## config.mk

```make
export PLATFORM = sky130hd
export DESIGN_NAME = ps2_scancode_receiver_flat
export DESIGN_NICKNAME = d
export VERILOG_FILES = /design/src/rtl/ps2_scancode_receiver_if.sv /design/src/rtl/ps2_scancode_receiver.sv /design/src/flat_wrapper.sv
export SDC_FILE = /design/constraint.sdc
export NUM_CORES = 1
export LEC_CHECK = 0
export ABC_CLOCK_PERIOD_IN_PS = 3700
export CAP_MARGIN = 20
export CORE_ASPECT_RATIO = 1.1
export CORE_MARGIN = 2
export CORE_UTILIZATION = 61
export DETAILED_ROUTE_END_ITERATION = 8
export PLACE_DENSITY = 0.82
export SLEW_MARGIN = 20
export SYNTH_ARGS = -nofsm -noshare
export SYNTH_HDL_FRONTEND = slang
export SYNTH_SLANG_ARGS = --single-unit
```

## constraint.sdc

```tcl
create_clock -name clk -period 3.7 [get_ports clk]
set_input_delay 0.74 -clock clk [delete_from_list [all_inputs] [get_ports clk]]
set_output_delay 0.74 -clock clk [all_outputs]
set_load 0.02 [all_outputs]
```

## src/rtl/ps2_scancode_receiver_if.sv

```systemverilog
// ps2_scancode_receiver_if: byte-delivery bus from the PS/2 receiver to downstream logic
// Signals: scancode (last delivered byte), keyPressed (delivery strobe),
//          parity_err / frame_err (one-cycle error strobes).
// Modports: master = receiver (drives), slave = consumer (reads).
interface ps2_scancode_receiver_if;
  logic [7:0] scancode;
  logic       keyPressed;
  logic       parity_err;
  logic       frame_err;
  modport master(output scancode, keyPressed, parity_err, frame_err);
  modport slave(input scancode, keyPressed, parity_err, frame_err);
endinterface

```

## src/rtl/ps2_scancode_receiver.sv

```systemverilog
// ps2_scancode_receiver: deserializes PS/2 device-to-host frames into scancode bytes
// Ports: clk (system clock), rstn (sync active-low reset), ps2_clk / ps2_data (raw
//        async pins), bus (master: scancode, keyPressed, parity_err, frame_err).
// Params: FILTER_LEN (clock glitch filter length), TIMEOUT_CYCLES (>= 2, watchdog).
// Build option: define PS2_BREAK_FILTER_EN to swallow 8'hF0 and the byte after it.
module ps2_scancode_receiver #(
  parameter int FILTER_LEN     = 8,
  parameter int TIMEOUT_CYCLES = 20000
) (
  input  logic clk,
  input  logic rstn,
  input  logic ps2_clk,
  input  logic ps2_data,
  ps2_scancode_receiver_if.master bus
);
  localparam int FW = $clog2(FILTER_LEN + 1);
  localparam int WW = $clog2(TIMEOUT_CYCLES + 1);
  localparam logic [FW-1:0] FLT_MAX = FW'(FILTER_LEN - 1);
  // wd reads 0 in the cycle after a fall, so firing at T-2 registers frame_err
  // exactly TIMEOUT_CYCLES cycles after the fall cycle.
  localparam logic [WW-1:0] WD_MAX = WW'(TIMEOUT_CYCLES - 2);
  typedef enum logic [1:0] {IDLE, DATA, PARITY, STOP} state_t;
  state_t state, state_n;
  logic [1:0] ck_s, dt_s;
  logic [FW-1:0] flt_cnt;
  logic ck_f, ck_fd;
  logic [WW-1:0] wd;
  logic [2:0] bit_cnt;
  logic [7:0] shreg;
  logic par_ok;
  logic d, hit, fall, timeout, ev, valid, perr, ferr, deliver;
  assign d = dt_s[1];
  // flt_cnt measures how long the synchronized clock has disagreed with the filtered one
  assign hit = (ck_s[1] != ck_f) && flt_cnt == FLT_MAX;
  assign fall = ck_fd & ~ck_f;
  assign timeout = state != IDLE && wd == WD_MAX;
  // a fall coinciding with the timeout is dropped
  assign ev = fall && !timeout;
  always_comb begin
    state_n = state;
    valid = 1'b0;
    perr = 1'b0;
    ferr = timeout;
    if (timeout) state_n = IDLE;
    else if (fall)
      case (state)
        IDLE:    state_n = d ? IDLE : DATA;
        DATA:    state_n = bit_cnt == 3'd7 ? PARITY : DATA;
        PARITY:  state_n = STOP;
        STOP: begin
          state_n = IDLE;
          ferr = !d;
          valid = d && par_ok;
          perr = d && !par_ok;
        end
        default: state_n = IDLE;
      endcase
  end
`ifdef PS2_BREAK_FILTER_EN
  logic brk;
  assign deliver = valid && !brk && shreg != 8'hF0;
  always_ff @(posedge clk) begin
    if (!rstn) brk <= 1'b0;
    else brk <= valid ? (!brk && shreg == 8'hF0) : (perr || ferr) ? 1'b0 : brk;
  end
`else
  assign deliver = valid;
`endif
  always_ff @(posedge clk) begin
    if (!rstn) begin
      ck_s <= 2'b11;
      dt_s <= 2'b11;
      flt_cnt <= '0;
      ck_f <= 1'b1;
      ck_fd <= 1'b1;
      state <= IDLE;
      wd <= '0;
      bit_cnt <= '0;
      shreg <= '0;
      par_ok <= 1'b0;
      bus.scancode <= 8'h00;
      bus.keyPressed <= 1'b0;
      bus.parity_err <= 1'b0;
      bus.frame_err <= 1'b0;
    end else begin
      ck_s <= {ck_s[0], ps2_clk};
      dt_s <= {dt_s[0], ps2_data};
      flt_cnt <= (ck_s[1] != ck_f && !hit) ? flt_cnt + 1'b1 : '0;
      ck_f <= hit ? ck_s[1] : ck_f;
      ck_fd <= ck_f;
      state <= state_n;
      wd <= (state == IDLE || fall) ? '0 : wd + 1'b1;
      bit_cnt <= (ev && state == IDLE) ? '0 : (ev && state == DATA) ? bit_cnt + 1'b1 : bit_cnt;
      shreg <= (ev && state == IDLE) ? '0 : (ev && state == DATA) ? {d, shreg[7:1]} : shreg;
      par_ok <= (ev && state == PARITY) ? ^{shreg, d} : par_ok;
      bus.scancode <= deliver ? shreg : bus.scancode;
      bus.keyPressed <= deliver;
      bus.parity_err <= perr;
      bus.frame_err <= ferr;
    end
  end
endmodule
```

## src/flat_wrapper.sv

```systemverilog
// flat-port wrapper written by rule: the top's interface ports become plain ports
module ps2_scancode_receiver_flat 
#(
  parameter int FILTER_LEN     = 8,
  parameter int TIMEOUT_CYCLES = 20000
)
  (clk, rstn, ps2_clk, ps2_data, bus_scancode, bus_keyPressed, bus_parity_err, bus_frame_err);
  ps2_scancode_receiver_if bus_i ();
  input  logic clk;
  input  logic rstn;
  input  logic ps2_clk;
  input  logic ps2_data;
  output wire logic [$bits(bus_i.scancode)-1:0] bus_scancode;
  output wire logic [$bits(bus_i.keyPressed)-1:0] bus_keyPressed;
  output wire logic [$bits(bus_i.parity_err)-1:0] bus_parity_err;
  output wire logic [$bits(bus_i.frame_err)-1:0] bus_frame_err;
  assign bus_scancode = bus_i.scancode;
  assign bus_keyPressed = bus_i.keyPressed;
  assign bus_parity_err = bus_i.parity_err;
  assign bus_frame_err = bus_i.frame_err;
  ps2_scancode_receiver #(.FILTER_LEN(FILTER_LEN), .TIMEOUT_CYCLES(TIMEOUT_CYCLES)) u_core (.clk(clk), .rstn(rstn), .ps2_clk(ps2_clk), .ps2_data(ps2_data), .bus(bus_i));
endmodule
```

Word-level counts from Yosys, hierarchy flattened

Cells that the tools add are included.
Widths: inputs -> output; s select.

$add $sub $neg: 3
Eq/ne operators: 7
Multiplexer cells: 9
Bitwise logic cells: 5
Reduce and logical (&&, ||, !) cells: 22

Operators by type and width:

| operator              | count |
|---|---|
| $add 15x1->15 const B | 1 |
| $eq 15x15->1 const B  | 1 |
| $logic_and 1x1->1     | 9 |
| $reduce_xor 9->1      | 1 |
| $pmux 2 s4            | 1 |
| $mux 1                | 7 |
| $reduce_or 2->1       | 3 |
| $add 4x1->4 const B   | 1 |
| $eq 2x2->1 const B    | 2 |
| $eq 4x3->1 const B    | 1 |
| $logic_not 1->1       | 4 |
| $not 1->1             | 4 |
| $reduce_or 4->1       | 1 |
| $add 3x1->3 const B   | 1 |
| $eq 3x3->1 const B    | 1 |
| $eq 2x1->1 const B    | 1 |
| $logic_not 2->1       | 1 |
| $mux 2                | 1 |
| $reduce_and 2->1      | 1 |
| $reduce_bool 2->1     | 1 |
| $and 1x1->1           | 1 |
| $logic_or 1x1->1      | 1 |
| $ne 1x1->1            | 1 |

Bits in registers: 50
Bits of input ports: 4
Output and inout bits: 11
Logic and storage cells: 60

Logic depth before layout (Yosys ltp)

Gate-level depths: netlist of run 1.

Depth in word-level cells: 6
Gate-level depth with buffers: 8
Depth with buffers taken out: 7

Worst setup path before layout of run 1

No wires, ideal clock.

Path kind: register to register
Start: register u_core.wd[7]
End: register u_core.bit_cnt[1]
Library setup time: 0.128 ns
Arrival time: 1.523 ns
Data required time: 3.572 ns
Path slack: 2.050 ns
Cell stages (with the launch flop): 7
Path buffers: 1
Period minus slack after synthesis: 1.650 ns
Cell sequence: dfxtp_1 > or3_4 > nor4_4 > a211oi_2 > buf_6 > mux2i_1 > nor2_1

Word-level cells in the longest chain between the ends: 6
Elaborated cells on any way between the ends: 7
Those cells by class: eq/ne (1); reduce/logical (6)

RTL lines:

| what                             | line                        | source |
|---|---|---|
| start: declaration               | ps2_scancode_receiver.sv:27 | `logic [WW-1:0] wd;` |
| start signal: assignment         | ps2_scancode_receiver.sv:92 | `wd <= (state == IDLE \|\| fall) ? '0 : wd + 1'b1;` |
| $eq 15x15->1 *                   | ps2_scancode_receiver.sv:36 | `assign timeout = state != IDLE && wd == WD_MAX;` |
| $logic_and 1x1->1 *              | ps2_scancode_receiver.sv:36 |  |
| $logic_not 1->1 *                | ps2_scancode_receiver.sv:38 | `assign ev = fall && !timeout;` |
| $logic_and 1x1->1 *              | ps2_scancode_receiver.sv:38 |  |
| $logic_and 1x1->1                | ps2_scancode_receiver.sv:93 | `bit_cnt <= (ev && state == IDLE) ? '0 : (ev && state == DATA) ? bit_cnt + 1'b1 : bit_cnt;` |
| $reduce_or 2->1 (no source line) | -                           |  |
| end signal: assignment           | ps2_scancode_receiver.sv:93 |  |
| end: declaration                 | ps2_scancode_receiver.sv:28 | `logic [2:0] bit_cnt;` |

Every way passes the cells marked *; elsewhere a longest branch is shown, timed or not.
A chain may end at the register's enable or synchronous reset.

Worst setup path in the final report of run 1

Start: input rstn
End: register u_core.wd[5]

Word-level cells in the longest chain between the ends: 2

RTL lines:

| what                             | line               | source |
|---|---|---|
| start: declaration               | flat_wrapper.sv:10 | `input logic rstn;` |
| $not 1->1 (no source line)       | -                  |  |
| $reduce_or 2->1 (no source line) | -                  |  |

Every way passes these cells.

==> impl_results.md, run 1 <==
- FF-to-FF setup slack: roughly 1.7 ns
- Port Buffers: 14
- Reg2Reg Launch Point: u_core.wd[0]
- Mapped Nets: 215
- Site row count: 22
- ANT cells: 0
- First-pass GRT wire length: 6065 um
- Chip Height: 65.02 um
- WHS Path Cells: 1
- Hold path endpoint: u_core.ck_s[1]
- Peak Freq: 461.7 MHz
- First-pass detailed-route iteration total: 4
- Initial core utilization: 0.6303
- Num CTS Buffers: 5
- Reg-to-reg endpoint: u_core.shreg[3]
- Yosys cell types: 33
- Final Wtd Congestion: 0.7909
- DRT antenna net count: 0
- Full die area: 3866 um^2
- Via count: 1444
- Share of the core filled with cells: 0.7005
- Max-cap viol count: 0
- # fillers: 258
- Vias per cell: 5.575
- RSZ-0062 raised after global routing: false
- Post-Syn Instances: 206
- Clock Skew: 0.005992 ns
- #FFs+latches synth: 50
- Initial antenna violation count: 0
- Pleak: 0.7819 nW
- Status: finished clean
- Worst-margin pin slew: 0.7620 ns
- DRC: 0
- Cell depth of the worst setup path: 3
- TritonCTS clock tree: done
- Largest net degree at the start of global routing: 22
- Max clock buf depth: 2
- Tcrit/Tclk final: 0.5854
- Commonest cells after routing, fill and taps aside: 50 x dfxtp_1, 34 x nor2_1, 19 x mux2i_1
- Syn Area/Cell: 10.02 um^2
- Final WS setup: 1.534 ns
- Delay-heaviest family, CP: buffers and inverters
- Arrival time of the worst setup path: 2.46 ns
- Crit-path cells: clkdlybuf4s50_1, nand3b_1, a21oi_1
- GRT Util Overall: 0.2065
- Cts hold-fix bufs: 0
- Routed len/inst: 13.64 um
- Die width: 59.47 um
- CP endpoint kind: register
- P per Cell Area: 354.1 nW/um^2
- Grt ovf: 0
- Max Slew Vio Count: 0
- Synthesis warning total: 0
- Clock Latency Late Sink: 0.36 ns
- Root buffer cell: clkbuf_4
- Total chip power: 0.8125 mW
- H-tree depth: 2
- Slowest stage delay, CP: roughly 0.9 ns
- Worst Path Buf+Inv: 1
- Fin. Hold Viols: 0
- Most used DFF post-synth: dfxtp_1
- Critical Path RT: 4.00 ns
- Share of layout cells above drive strength 1: 0.05830
- Hold WC Path Type: register to register
- Clock transition at path regs: ~0.13 ns
- NumNets Final: 231
- I/O pins: 15
- FF-to-FF path depth: 7
- Slew HR: 0.4904
- Vias in the first global route: 1457
- Area grow syn2layout: 11.15%
- Peak supply drop: 0.0003237 V
- Post-CTS Setup Repair Bufs: 0
- Setup TNS: 0 ns
- Sink Count: 50
- Setup violations, final: 0
- Final Hold Slack: 0.4264 ns
- Dpl ws: 1.102 ns
- Mapped Area: about 2100 um^2
- Post-cts sizing count: 0
- Ys async rst share: 0
- Commonest non-fill, non-tap cell in the layout: dfxtp_1
- Post-Route WL: around 3500 um
- Crit. Startpoint: rstn
- Final min period: between 2 and 2.5 ns
- First DRT Iteration DRCs: 43
- Core Area: roughly 3300 um^2
- Worst path slowest cell: clkdlybuf4s50_1
- DP HPWL: 2550 um
- Setup CP Type: input pin to register
- Worst Setup Start Kind: input pin
- Hold path start: u_core.ck_s[0]
- Post-synth EDFFs: 0
- Sequential element share of the synthesized area: 0.4848
- Worst Path Max Fanout: 21
==> power breakdown <==
part	switching, mW	internal, mW
Clock	0.163	0.0924
Sequential	0.00151	0.541
Combinational	0.00737	0.00730
Total	0.172	0.640
==> cell type report <==
cell class | count | area (um^2) | share of cell area
Clock buffer | 7 | 55.05 | 0.02399
Clock inverter | 1 | 5.005 | 0.002181
Inverter | 4 | 15.01 | 0.006543
Multi-Input combinational cell | 146 | 1026 | 0.4471
Sequential cell | 50 | 1001 | 0.4362
Tap cell | 36 | 45.04 | 0.01963
Timing Repair Buffer | 15 | 147.6 | 0.06434
==> cell usage after synthesis, drive strengths merged (2+ instances only) <==
master  instances  area share
a21boi          2      0.0073
xnor2          10       0.042
nor2b           8       0.024
nand3b          3       0.011
or3             3       0.012
ha              5       0.030
xor2           12       0.051
nand3           9       0.022
inv             4      0.0073
nand2b          6       0.018
nor3            5       0.015
o21ai           2      0.0048
nand2           8       0.015
mux2i          19       0.092
nor2           34       0.062
and3            4       0.012
dfxtp          50        0.48
a21oi           4       0.015
clkbuf          5      0.0091
nand4           3      0.0091
==> routing by layer <==
metal,vias up,share of wire,global-route usage
met1,699,0.43,0.2233
li1,723,-,-
met4,0,0.016,0.08239
met3,6,0.026,0.06387
met5,-,0,0
met2,16,0.52,0.3640
==> metrics by stage <==
stage               instances  cell area (um^2)
floorplan                 206              2064
global placement          251              2227
detailed placement        251              2227
CTS                       259              2287
global route              259              2295
finish                    259              2295
==> logic make-up (layout without fill, tap and decap cells) <==
kind of cell | after synthesis | after routing | share of synthesized area
xor+xnor | 23 | 23 | 0.1042
fa+ha+maj | 5 | 5 | 0.03030
compound gates | 12 | 12 | 0.04485
simple gates | 87 | 87 | 0.2218
flops | 50 | 50 | 0.4848
buf+inv | 10 | 27 | 0.02182
mux | 19 | 19 | 0.09212
==> sequential cells by signal (all words and copies together), names as in the netlist, named ones only <==
| signal | flops |
|---|---|
| u_core.bit_cnt | 3 |
| u_core.bus.frame_err | 1 |
| u_core.bus.keyPressed | 1 |
| u_core.bus.parity_err | 1 |
| u_core.bus.scancode | 8 |
| u_core.ck_f | 1 |
| u_core.ck_fd | 1 |
| u_core.ck_s | 2 |
| u_core.dt_s | 2 |
| u_core.flt_cnt | 4 |
| u_core.par_ok | 1 |
| u_core.shreg | 8 |
| u_core.state | 1 |
| u_core.wd | 15 |
==> worst max path at each step <==
stage	endpoint	slack [ns]
2_1_floorplan	u_core.bit_cnt[1]	2.05
3_3_place_gp	u_core.wd[5]	1.20
4_1_cts	u_core.shreg[0]	1.43
6_report	u_core.wd[5]	1.53
3_5_place_dp	u_core.wd[5]	1.10
5_1_grt	u_core.wd[5]	1.36
Power figures use the tool's default switching activity.
==> inputs of run 2 (changes only) <==
Settings changed: ABC_CLOCK_PERIOD_IN_PS 3700 to 2100, CORE_UTILIZATION 61 to 57, PLACE_DENSITY 0.82 to 0.78.
Clock period 3.7 ns to 2.1 ns, I/O delays scaled along.
==> impl_results.md, run 2 (synthesis results as in run 1) <==
- RSZ-0062 raised after global routing: false (unchanged)
- Worst Path Buf+Inv: 1 (unchanged)
- Post-cts sizing count: 0 (unchanged)
- Die width: 61.38 um (was 59.47 um)
- Vias in the first global route: 1413 (was 1457)
- Largest net degree at the start of global routing: 16 (was 22)
- Setup violations, final: 0 (unchanged)
- Root buffer cell: clkbuf_4 (unchanged)
- First-pass detailed-route iteration total: 4 (unchanged)
- Clock transition at path regs: 0.14 ns (was 0.13 ns)
- Area grow syn2layout: 12.36% (was 11.15%)
- Max-cap viol count: 0 (unchanged)
- Arrival time of the worst setup path: 2.11 ns (was 2.46 ns)
- Largest Register: u_core.wd (unchanged)
- ANT cells: 0 (unchanged)
- Final WS setup: 0.2696 ns (was 1.534 ns)
- Clock Skew: 0.01004 ns (was 0.005992 ns)
- Cts hold-fix bufs: 0 (unchanged)
- Crit-path cells: inv_1, ha_1, nand2_1, nor4_4, a211oi_4, mux2i_1, nor2_1 (was clkdlybuf4s50_1, nand3b_1, a21oi_1)
- Setup TNS: 0 ns (unchanged)
- Largest registers: u_core.wd: 15 flops, u_core.bus.scancode: 8 flops, u_core.shreg: 8 flops (unchanged)
- Final min period: about 1.8 ns
- Critical Path RT: 2.38 ns (was 4.00 ns)
- TritonCTS clock tree: done (unchanged)
- Site row count: 22 (unchanged)
- Commonest cells after routing, fill and taps aside: 50 x dfxtp_1, 34 x nor2_1, 19 x mux2i_1 (unchanged)
- Chip Height: 67.12 um (was 65.02 um)
- P per Cell Area: 597.9 nW/um^2 (was 354.1 nW/um^2)
- Worst Setup Start Kind: register (was input pin)
- Slowest stage delay, CP: 0.65 ns (was 0.90 ns)
- Core Area: 3413 um^2 (was 3276 um^2)
- Worst path slowest cell: a211oi_4 (was clkdlybuf4s50_1)
- Max clock buf depth: 2 (unchanged)
- Status: finished clean (unchanged)
- Full die area: 4120 um^2 (was 3866 um^2)
- Delay-heaviest family, CP: compound AO/OA/AOI/OAI gates (was buffers and inverters)
- Pleak: 0.7931 nW (was 0.7819 nW)
- Port Buffers: 14 (unchanged)
- Worst Path Max Fanout: 11 (was 21)
- Peak supply drop: 0.0005501 V (was 0.0003237 V)
- Max FFs per register: 15 (unchanged)
- DRC: 0 (unchanged)
- Share of layout cells above drive strength 1: 0.07111 (was 0.05830)
- CP endpoint kind: register (unchanged)
- I/O pins: 15 (unchanged)
- Initial antenna violation count: 0 (unchanged)
- Post-Route WL: 3348 um (was 3533 um)
- Tcrit/Tclk final: 0.8716
- Dpl ws: 0.01816 ns (was 1.102 ns)
- Commonest non-fill, non-tap cell in the layout: dfxtp_1 (unchanged)
- First-pass GRT wire length: 6058 um (was 6065 um)
- DRT antenna net count: 0 (unchanged)
- Worst-margin pin slew: 0.7296 ns (was 0.7620 ns)
- Sink Count: 50 (unchanged)
- Num CTS Buffers: 5 (unchanged)
- Routed len/inst: 12.26 um (was 13.64 um)
- First DRT Iteration DRCs: 88 (was 43)
- Clock Latency Late Sink: 0.37 ns (was 0.36 ns)
- Initial core utilization: 0.6048 (was 0.6303)
- GRT Util Overall: 0.2006 (was 0.2065)
- Max Slew Vio Count: 0 (unchanged)
- Post-CTS Setup Repair Bufs: 0 (unchanged)
- H-tree depth: 2 (unchanged)
- Slew HR: 0.5121 (was 0.4904)
- Vias per cell: 5.260 (was 5.575)
- Hold WC Path Type: register to register (unchanged)
- Final Hold Slack: 0.4364 ns (was 0.4264 ns)
- NumNets Final: 234 (was 231)
- Total chip power: 1.387 mW (was 0.8125 mW)
- Final Wtd Congestion: 0.8689 (was 0.7909)
- Share of the core filled with cells: 0.6796 (was 0.7005)
- Fin. Hold Viols: 0 (unchanged)
- DP HPWL: 2498 um (was 2550 um)
- Grt ovf: 0 (unchanged)
- Via count: 1436 (was 1444)
- Peak Freq: 546.3 MHz
- Setup CP Type: register to register (was input pin to register)
-- run 2: changes by cell type in the layout (fill, tap and decap cells not counted) --
cell / before / now
clkbuf_8: 1 / 0
buf_4: 1 / 4
clkinv_2: 1 / 2
clkbuf_1: 1 / 0
-- run 2: path summary, 6_finish.rpt --
| kind | startpoint | to | slack (ns) | cells after the start |
|---|---|---|---|---|
| max | u_core.wd[0] | u_core.bit_cnt[1] | 0.27 | 7 |
| min | u_core.ck_s[0] | u_core.ck_s[1] | 0.44 | 1 |
| max reg2reg | u_core.wd[0] | u_core.bit_cnt[1] | 0.27 | 7 |
| min reg2reg | u_core.ck_s[0] | u_core.ck_s[1] | 0.44 | 1 |
-- run 2: worst reg2reg max path, stage by stage (launching register included) --
cell	delay (ns)
dfxtp_1	0.35
inv_1	0.04
ha_1	0.18
nand2_1	0.10
nor4_4	0.07
a211oi_4	0.65
mux2i_1	0.30
nor2_1	0.05
-- run 2: power breakdown --
group | internal, mW | switching (mW)
sequential | 0.953 | 0.00267
combinational | 0.0139 | 0.0129
clock | 0.121 | 0.284
-- run 2: layout make-up --
| class | instances | area [um^2] |
|---|---|---|
| Clock buffer | 5 | 37.54 |
| Clock inverter | 2 | 10.01 |
| Fill cell | 291 | 1094 |
| Inverter | 4 | 15.01 |
| Multi-Input combinational cell | 146 | 1026 |
| Sequential cell | 50 | 1001 |
| Tap cell | 48 | 60.06 |
| Timing Repair Buffer | 18 | 170.2 |
-- run 2: through the flow --
step                      cells  area (um^2)
after detailed placement    266         2265
after floorplan             206         2064
after CTS                   273         2312
after global placement      266         2265
after global routing        273         2320
final                       273         2320
-- run 2: layer usage --
| metal | wire (um) | up-vias | global-route usage |
|---|---|---|---|
| li1 | - | 722 | - |
| met1 | 1414 | 678 | 0.2303 |
| met2 | 1740 | 28 | 0.3404 |
| met3 | 117 | 8 | 0.04854 |
| met4 | 76 | 0 | 0.1011 |
| met5 | 0 | - | 0 |
